[src/rtl/pu_sched_pkg.sv]
// Shared types and sizing for the PU request scheduler.
// The optional burst mode is selected with the PU_SCHED_BURST_EN macro.
package pu_sched_pkg;

    localparam int NUM_REQ     = 20;
    localparam int REQ_NBITS   = 5;
    localparam int DW          = 32;
    localparam int MAX_OUT     = 4;
    localparam int CNT_NBITS   = 3;
    localparam int BURST_LEN   = 4;
    localparam int BURST_NBITS = 2;

    typedef logic [REQ_NBITS-1:0] req_id_t;

    typedef enum logic [1:0] {
        IDLE  = 2'd0,
        ARB   = 2'd1,
        ISSUE = 2'd2
    } sched_state_t;

    // Round-robin successor of a requester id, wrapping the last id to 0.
    function automatic req_id_t next_id(input req_id_t id);
        return (id == req_id_t'(NUM_REQ - 1)) ? '0 : id + 1'b1;
    endfunction

endpackage

[src/rtl/pu_rr_pick.sv]
// Combinational round-robin picker: first set bit of eligible_i at or after ptr_i, wrapping.
module pu_rr_pick
    import pu_sched_pkg::*;
(
    input  logic [NUM_REQ-1:0] eligible_i,
    input  req_id_t            ptr_i,
    output logic               found_o,
    output req_id_t            id_o
);

    int      idx;
    req_id_t idx_id;

    // Walk offsets from farthest to nearest so the nearest hit is written last and wins.
    always_comb begin
        found_o = 1'b0;
        id_o    = '0;
        idx     = 0;
        idx_id  = '0;
        for (int k = NUM_REQ - 1; k >= 0; k--) begin
            idx = int'(ptr_i) + k;
            if (idx >= NUM_REQ) begin
                idx = idx - NUM_REQ;
            end
            idx_id = req_id_t'(idx);
            if (eligible_i[idx_id]) begin
                found_o = 1'b1;
                id_o    = idx_id;
            end
        end
    end

endmodule

[src/rtl/pu_req_sched.sv]
// Round-robin scheduler sharing one PU engine among NUM_REQ requesters with a credit limit.
// Define PU_SCHED_BURST_EN to let a still-requesting winner keep the grant up to BURST_LEN times.
module pu_req_sched
    import pu_sched_pkg::*;
(
    input  logic                  clk,
    input  logic                  rst,
    input  logic [NUM_REQ-1:0]    req_valid,
    input  logic [NUM_REQ*DW-1:0] req_data,
    input  logic [NUM_REQ-1:0]    req_mask,
    output logic [NUM_REQ-1:0]    req_ack,
    output logic                  res_valid,
    input  logic                  res_ready,
    output logic [REQ_NBITS-1:0]  res_id,
    output logic [DW-1:0]         res_data,
    input  logic                  res_done,
    output logic [CNT_NBITS-1:0]  outstanding,
    output logic                  err_underflow,
    output logic [1:0]            dbg_state
);

    // Issue handshake: res_valid rises in ISSUE and holds res_id/res_data stable until
    // res_ready; the transfer happens on the edge where both are high, and req_ack for
    // that id pulses for exactly one cycle afterwards.

    sched_state_t         state_q, state_d;
    req_id_t              ptr_q, ptr_d;
    req_id_t              id_q, id_d;
    logic [DW-1:0]        data_q, data_d;
    logic [NUM_REQ-1:0]   ack_q, ack_d;
    logic [CNT_NBITS-1:0] cnt_q, cnt_d;
    logic                 err_q, err_d;
`ifdef PU_SCHED_BURST_EN
    logic [BURST_NBITS-1:0] burst_q, burst_d;
`endif

    logic [NUM_REQ-1:0] eligible;
    logic               pick_found;
    req_id_t            pick_id;
    logic [DW-1:0]      pick_data;
    logic               credit;
    logic               hs;

    assign eligible = req_valid & req_mask;
    // A completion in the same cycle frees a slot for this arbitration.
    assign credit   = (cnt_q < CNT_NBITS'(MAX_OUT)) || res_done;
    assign hs       = (state_q == ISSUE) && res_ready;

    pu_rr_pick u_pick (
        .eligible_i (eligible),
        .ptr_i      (ptr_q),
        .found_o    (pick_found),
        .id_o       (pick_id)
    );

    always_comb begin
        pick_data = '0;
        for (int i = 0; i < NUM_REQ; i++) begin
            if (pick_id == req_id_t'(i)) begin
                pick_data = req_data[i*DW +: DW];
            end
        end
    end

    always_comb begin
        state_d = state_q;
        id_d    = id_q;
        data_d  = data_q;
        case (state_q)
            IDLE: begin
                if (|eligible) begin
                    state_d = ARB;
                end
            end
            ARB: begin
                if (!pick_found) begin
                    state_d = IDLE;
                end else if (credit) begin
                    id_d    = pick_id;
                    data_d  = pick_data;
                    state_d = ISSUE;
                end
            end
            ISSUE: begin
                if (res_ready) begin
                    state_d = ARB;
                end
            end
            default: state_d = IDLE;
        endcase
    end

    always_comb begin
        ptr_d = ptr_q;
        ack_d = '0;
`ifdef PU_SCHED_BURST_EN
        burst_d = burst_q;
`endif
        if (hs) begin
            ack_d[id_q] = 1'b1;
`ifdef PU_SCHED_BURST_EN
            if (eligible[id_q] && (burst_q < BURST_NBITS'(BURST_LEN - 1))) begin
                ptr_d   = id_q;
                burst_d = burst_q + 1'b1;
            end else begin
                ptr_d   = next_id(id_q);
                burst_d = '0;
            end
`else
            ptr_d = next_id(id_q);
`endif
        end
    end

    // A done with nothing in flight is an engine protocol error; the count stays at 0.
    always_comb begin
        cnt_d = cnt_q;
        err_d = err_q;
        if (hs && !res_done) begin
            cnt_d = cnt_q + 1'b1;
        end else if (!hs && res_done) begin
            if (cnt_q == '0) begin
                err_d = 1'b1;
            end else begin
                cnt_d = cnt_q - 1'b1;
            end
        end
    end

    always_ff @(posedge clk or posedge rst) begin
        if (rst) begin
            state_q <= IDLE;
            ptr_q   <= '0;
            id_q    <= '0;
            data_q  <= '0;
            ack_q   <= '0;
            cnt_q   <= '0;
            err_q   <= 1'b0;
        end else begin
            state_q <= state_d;
            ptr_q   <= ptr_d;
            id_q    <= id_d;
            data_q  <= data_d;
            ack_q   <= ack_d;
            cnt_q   <= cnt_d;
            err_q   <= err_d;
        end
    end

`ifdef PU_SCHED_BURST_EN
    always_ff @(posedge clk or posedge rst) begin
        if (rst) begin
            burst_q <= '0;
        end else begin
            burst_q <= burst_d;
        end
    end
`endif

    assign req_ack       = ack_q;
    assign res_valid     = (state_q == ISSUE);
    assign res_id        = id_q;
    assign res_data      = data_q;
    assign outstanding   = cnt_q;
    assign err_underflow = err_q;
    assign dbg_state     = state_q;

endmodule

[config.mk]
export PLATFORM = sky130hd
export DESIGN_NAME = pu_req_sched
export DESIGN_NICKNAME = d
export VERILOG_FILES = /design/src/rtl/pu_sched_pkg.sv /design/src/rtl/pu_rr_pick.sv /design/src/rtl/pu_req_sched.sv
export SDC_FILE = /design/constraint.sdc
export NUM_CORES = 1
export LEC_CHECK = 0
export CORE_AREA = 2 2 293 295
export CTS_CLUSTER_DIAMETER = 100
export DETAILED_ROUTE_END_ITERATION = 8
export DIE_AREA = 0 0 295 297
export GPL_TIMING_DRIVEN = 0
export PLACE_DENSITY = 0.54
export SYNTH_ARGS = -nofsm -noshare
export SYNTH_HDL_FRONTEND = slang
export SYNTH_HIERARCHICAL = 1
export SYNTH_SLANG_ARGS = --single-unit
[constraint.sdc]
create_clock -name clk -period 6.25 [get_ports clk]
set_clock_uncertainty 0.15 [all_clocks]
set_input_delay 1.25 -clock clk [delete_from_list [all_inputs] [get_ports clk]]
set_output_delay 1.25 -clock clk [all_outputs]
set_load 0.02 [all_outputs]
==> flow_summary_export.csv, run 1 <==
group,metric,value,unit
floorplanning,pin_count,748,
clocking,clk_latency,0.37,ns
logic_synthesis,synth_edf_count,0,
timing,layout_setup_ws,-0.407,ns
worst_setup_path,end_kind,"register",
logic_synthesis,synthTopCellsByCount,"218 x nand2_1, 189 x a21oi_1, 157 x nor2_1",
placed_design,routabilityCongestion,1.04,
run,drv_cap,0,
clocking,cts.reportedPaths.clkPinSlew,0.07,ns
clocking,cts_root_buf,"clkbuf_16",
placed_design,hpwl,129,mm
worst_setup_path,cp_data_required_time,6.35,ns
logic_synthesis,ys_seq_area_share,11.2,%
timing,period_needed,6.66,ns
timing,tightest_slew,1.29,ns
worst_setup_path,startpoint_type,"register",
logic_synthesis,synthDominantCellAreaShare,11.2,%
timing,setup_viol,20,
global_route,grt_pass1_vias,23000,
routing,routed_wl,160,mm
cells_and_area,fill_cells,8804,
timing,slew_headroom,13.0,%
status,violations,"negative setup slack",
timing,fin_crit_sh,107,%
timing,rsz0062_at_grt,"yes",
logic_synthesis,synth_top_cell_by_area,"dfrtp_1",
logic_synthesis,syn-cell-area,15100,sq um
routing,vias_per_cell,5.73,
worst_setup_path,critPathMaxStageDelay,1.05,ns
worst_hold_path,hold_path_class,"reg -> reg",
global_route,antenna_found_initial,73,
clocking,cts_buffer_depth,2,
logic_synthesis,synth_nets,2805,
placed_design,dp.cells,3960,
placed_design,io_buffers,747,
floorplanning,fp.dieW,295,um
logic_synthesis,ys_types,111,
clocking,cts_buffers,9,
worst_setup_path,worstSetupPathType,"reg -> reg",
floorplanning,row_count,107,
routing,post-route-drc-count,0,
cells_and_area,final_area,30500,sq um
global_route,track_usage,34.8,%
floorplanning,die-area,87600,sq um
routing,wl_per_cell,37.4,um
floorplanning,coreArea,84500,sq um
placed_design,placedInstanceArea,24100,sq um
clocking,numClockSinks,68,
routing,ant_nets,0,
timing,setup-tns-final,-4.21,ns
logic_synthesis,synthTopCellsByArea,"dfrtp_1 11%, a21oi_1 6.2%, mux2i_1 5.9%",
cells_and_area,area_growth,101,%
logic_synthesis,synth.avg_cell_area,7.33,sq um
cells_and_area,finalNonFillerCells,4288,
logic_synthesis,ys_warn_count,6,
logic_synthesis,synthArstFlopShare,100,%
worst_setup_path,crit_path_top_delay_cell,"a222oi_1",
timing,drv_slew,0,
clocking,htree_levels,3,
clocking,cts_tree,"built",
worst_setup_path,cp.arrival,6.76,ns
routing,drt_iter0_markers,3096,
logic_synthesis,synthCells,2067,
clocking,cts_hold_buf,0,
logic_synthesis,ys_ff_latch,68,
global_route,grt_pass1_wl,207,mm
global_route,globalRouteOverflowTotal,0,
worst_setup_path,reg2reg_slack,-0.41,ns
routing,dr.pass1.iters,6,
floorplanning,fp.dieH,297,um
status,status,"finished, violations left",
logic_synthesis,ys.flop_type,"dfrtp_1",
timing,fmax,0.150,GHz
cells_and_area,layout.nets,3844,
timing,finalHoldViolCount,0,
logic_synthesis,synth.most_common_cell,"nand2_1",
routing,vias,24600,
worst_setup_path,crit_path_max_fanout,7,
cells_and_area,drive_gt1_share,29.7,%
global_route,grt_start_max_net_pins,58,
floorplanning,start_util,17.9,%
[cell usage in the layout, fill, tap and decap left out, drive strengths merged, types with 37 or more instances in the layout]
master / Yosys / routed
o21ai: 161 / 161
clkdlybuf4s50: 0 / 715
a21oi: 190 / 190
nand3: 51 / 51
nor3: 43 / 43
nor2: 165 / 166
clkbuf: 59 / 56
ha: 52 / 52
nand2: 218 / 218
mux2: 48 / 48
mux2i: 90 / 90
o221ai: 37 / 37
dfrtp: 68 / 68
a22oi: 47 / 47
buf: 97 / 390
o22ai: 55 / 55
[worst paths after layout]
| kind | from | to | depth (start not counted) |
|---|---|---|---|
| max | ptr_q[2] | res_data[8] | 26 |
| min | err_underflow | err_underflow | 1 |
| max reg2reg | ptr_q[2] | res_data[8] | 26 |
| min reg2reg | err_underflow | err_underflow | 1 |
| max in group asynchronous | rst | ptr_q[2] | 3 |
| min in group asynchronous | rst | res_data[1] | 2 |
[cells by family (layout without fill, tap and decap cells)]
family          count (synthesis)  count (layout)  share of synthesized area (%)
compound gates                839             839                           38.1
simple gates                  698             699                           23.4
buf+inv                       198            1241                           6.21
mux                           169             169                           14.1
flops                          68              68                           11.2
fa+ha+maj                      54              54                           4.56
xor+xnor                       41              41                           2.42
other cells                     0              33                              0
[area by class of cell]
type	count	area [sq um]	share of cell area, %
antenna	33	82.6	0.271
buffer	141	1500	4.91
clock buffer	11	243	0.797
clock inverter	5	37.5	0.123
inverter	42	243	0.797
multi-input combinational	1802	15100	49.5
sequential	68	1710	5.61
tap	1144	1430	4.70
timing repair buffer	1042	10200	33.3
[per-layer routing]
metal | up-vias | GRT usage, % | wire length [um]
met1 | 12200 | 42.0 | 60000
met4 | 26 | 20.0 | 11600
met5 | - | 0 | 157
met3 | 429 | 7.89 | 14700
li1 | 10200 | - | -
met2 | 1724 | 56.6 | 73800
[state kept, by name, summed over array words and instances (netlist names)]
| name | flops |
|---|---|
| dbg_state | 2 |
| err_underflow | 1 |
| outstanding | 3 |
| ptr_q | 5 |
| req_ack | 20 |
| res_data | 32 |
| res_id | 5 |
[stage by stage]
step | util, % | setup WS, ns | hold WS, ns
4_1_cts | 33.6 | -0.312 | 0.331
3_5_place_dp | 28.5 | -3.86 | 0.316
2_1_floorplan | - | 0.0112 | 0.400
6_report | 36.1 | -0.407 | 0.330
3_3_place_gp | 28.5 | -3.93 | 0.312
5_1_grt | 36.0 | -0.421 | 0.342
[worst max-delay path: cells and delay by family (launching register included)]
family | cells | cell delay (ns)
flops | 1 | 0.52
fa+ha+maj | 2 | 0.34
mux | 1 | 0.59
buf+inv | 6 | 0.89
simple gates | 6 | 0.88
compound gates | 9 | 2.70
xor+xnor | 2 | 0.43
[timing repair]
action / CTS / global route
pin swaps: 128 / 158
setup endpoints to repair: 39 / 35
endpoints found under the hold margin: 0 / 0
buffers inserted: 179 / 114
gates resized for setup: 594 / 301
gates cloned: 2 / 0
Power of run 1 is left out: the tool's default activity adds up to more than one toggle a clock period on the data nets, which glitch-free logic cannot reach.
==> run 2: changes to the inputs <==
Settings changed: SKIP_LAST_GASP set to 1, SLEW_MARGIN set to 20.
==> run 2 against run 1 <==
The flow still finishes with violations (negative setup slack); highest routed layer unchanged; fmax increased by 0.46%; final cell count decreased by 0.65%; largest cell class unchanged; register-to-register slack improved by 0.07 ns; via count decreased by 1.4%; count of clock-buffer cells in the layout unchanged; hold slack about the same; first-iteration DRC count decreased by 8.3%; non-clock buffer count decreased by 27.
==> flow_summary_export.csv, run 2 (synthesized netlist as in run 1, its figures left out) <==
group,metric,value,unit
routing,vias,24200,
floorplanning,row_count,107,
routing,wl_met1,59.8,mm
global_route,track_usage,34.8,%
timing,fmax,0.151,GHz
routing,met2WireLength,71.6,mm
routing,drt_iter0_markers,2838,
global_route,globalRouteOverflowTotal,0,
cells_and_area,drive_gt1_share,28.6,%
global_route,grt_pass1_wl,207,mm
global_route,grt_start_max_net_pins,37,
routing,post-route-drc-count,0,
clocking,cts_buffer_depth,2,
timing,setup_viol,23,
floorplanning,pin_count,748,
routing,ant_nets,0,
routing,dr.pass1.iters,8,
cells_and_area,layout_commonest_cell,"clkdlybuf4s50_1",
global_route,antenna_found_initial,72,
clocking,clk_latency,0.38,ns
timing,tightest_slew,1.15,ns
clocking,cts_root_buf,"clkbuf_16",
cells_and_area,largest_reg_flops,32,
routing,vias_per_cell,5.68,
timing,finalHoldViolCount,0,
routing,highest_layer,"met5",
run,drv_cap,0,
worst_setup_path,crit_path_max_fanout,5,
worst_setup_path,end_kind,"register",
global_route,grt_pass1_vias,23000,
worst_setup_path,r2r_cells,23,
placed_design,io_buffers,747,
floorplanning,start_util,17.9,%
floorplanning,fp.dieW,295,um
clocking,htree_levels,3,
worst_hold_path,min_from,"err_underflow",
floorplanning,coreArea,84500,sq um
timing,layout_setup_ws,-0.377,ns
worst_hold_path,hold_path_depth,1,
status,violations,"negative setup slack",
clocking,numClockSinks,68,
worst_setup_path,worstSetupPathType,"in -> reg",
placed_design,hpwl,129,mm
routing,route.met3.wl,14.8,mm
timing,rsz0062_at_grt,"yes",
timing,period_needed,6.63,ns
cells_and_area,final_cell_mix,"734 x clkdlybuf4s50_1, 249 x buf_4, 202 x nand2_1",
worst_setup_path,reg2reg_slack,-0.34,ns
routing,routed_wl,159,mm
routing,wl_per_cell,37.4,um
clocking,cts.reportedPaths.clkPinSlew,0.07,ns
cells_and_area,area_growth,98.8,%
status,status,"finished, violations left",
floorplanning,die-area,87600,sq um
worst_setup_path,reg2reg_from,"ptr_q[4]",
placed_design,post-place-ws,-3.58,ns
cells_and_area,layout.nets,3817,
worst_setup_path,cp.arrival,6.79,ns
worst_hold_path,holdPathEnd,"err_underflow",
clocking,cts_buffers,9,
clocking,cts_tree,"built",
worst_setup_path,worstReg2RegEnd,"res_data[13]",
worst_setup_path,cp_data_required_time,6.42,ns
timing,finalHoldWorstSlack,0.330,ns
placed_design,routabilityCongestion,1.04,
timing,slew_headroom,23.3,%
worst_setup_path,startpoint_type,"input pin",
worst_hold_path,hold_path_class,"reg -> reg",
timing,fin_crit_sh,106,%
floorplanning,fp.dieH,297,um
timing,drv_slew,0,
-- run 2: changes by cell type in the layout (fill, tap and decap cells not counted), moves of 4 or more --
| cell | change |
|---|---|
| buf_6 | -17 |
| buf_4 | -14 |
| clkdlybuf4s50_1 | +19 |
| o21ai_1 | +4 |
| buf_2 | +4 |
| o21ai_2 | -5 |
| dlymetal6s2s_1 | -19 |
-- run 2: timing repair --
item | CTS | global route
hold buffers | 0 | 0
resized for setup | 576 | 252
endpoints found under the setup margin | 39 | 37
pin swaps | 119 | 149
cloned | 2 | 3
buffers inserted | 173 | 86
-- run 2: worst max-delay path, cell delays in order --
cell             delay (ns)
clkdlybuf4s50_1        0.39
and2_4                 0.18
buf_4                  0.13
mux4_2                 0.52
mux4_2                 0.57
a21o_1                 0.26
mux2_1                 0.33
a41o_1                 0.24
and4b_1                0.21
a211oi_4               0.24
o21ai_4                0.15
buf_4                  0.17
or4b_4                 0.61
clkbuf_16              0.19
o21ai_1                0.10
nand2_2                0.12
a2111oi_4              0.77
nor2_4                 0.17
o21ai_2                0.17
-- run 2: final cells by class --
type / count / area, sq um
Multi-Input combinational cell: 1802 / 15100
Clock inverter: 5 / 37.5
Inverter: 42 / 240
Tap cell: 1144 / 1430
Antenna cell: 32 / 80.1
Buffer: 144 / 1510
Fill cell: 8918 / 54400
Sequential cell: 68 / 1710
Timing Repair Buffer: 1012 / 9800
Clock buffer: 11 / 243
-- run 2: routing by layer --
metal / up-vias / GRT usage [%]
met5: - / 0
met4: 36 / 21.5
met3: 443 / 9.13
met2: 1584 / 55.5
met1: 12000 / 41.6
li1: 10100 / -
-- run 2: worst max-delay path by stage --
stage                            start            to  cells past startpoint
after floorplan               ptr_q[1]   res_data[1]                     27
after global placement        ptr_q[2]   res_data[7]                     22
after detailed placement      ptr_q[2]   res_data[7]                     25
after CTS                     ptr_q[1]   res_data[8]                     26
after global routing          ptr_q[3]  res_data[25]                     26
final                     req_mask[15]  res_data[13]                     19
-- run 2: stage by stage --
step	std cells	TNS, ns	utilization, %	area, sq um
floorplan	2067	0	-	15200
global placement	3958	-121.14	28.5	24100
detailed placement	3961	-111.55	28.6	24100
CTS	4146	-4.59	33.6	28400
global route	4250	-6.41	35.6	30100
finish	4260	-4.36	35.6	30100
Power of run 2 is left out for the same reason.
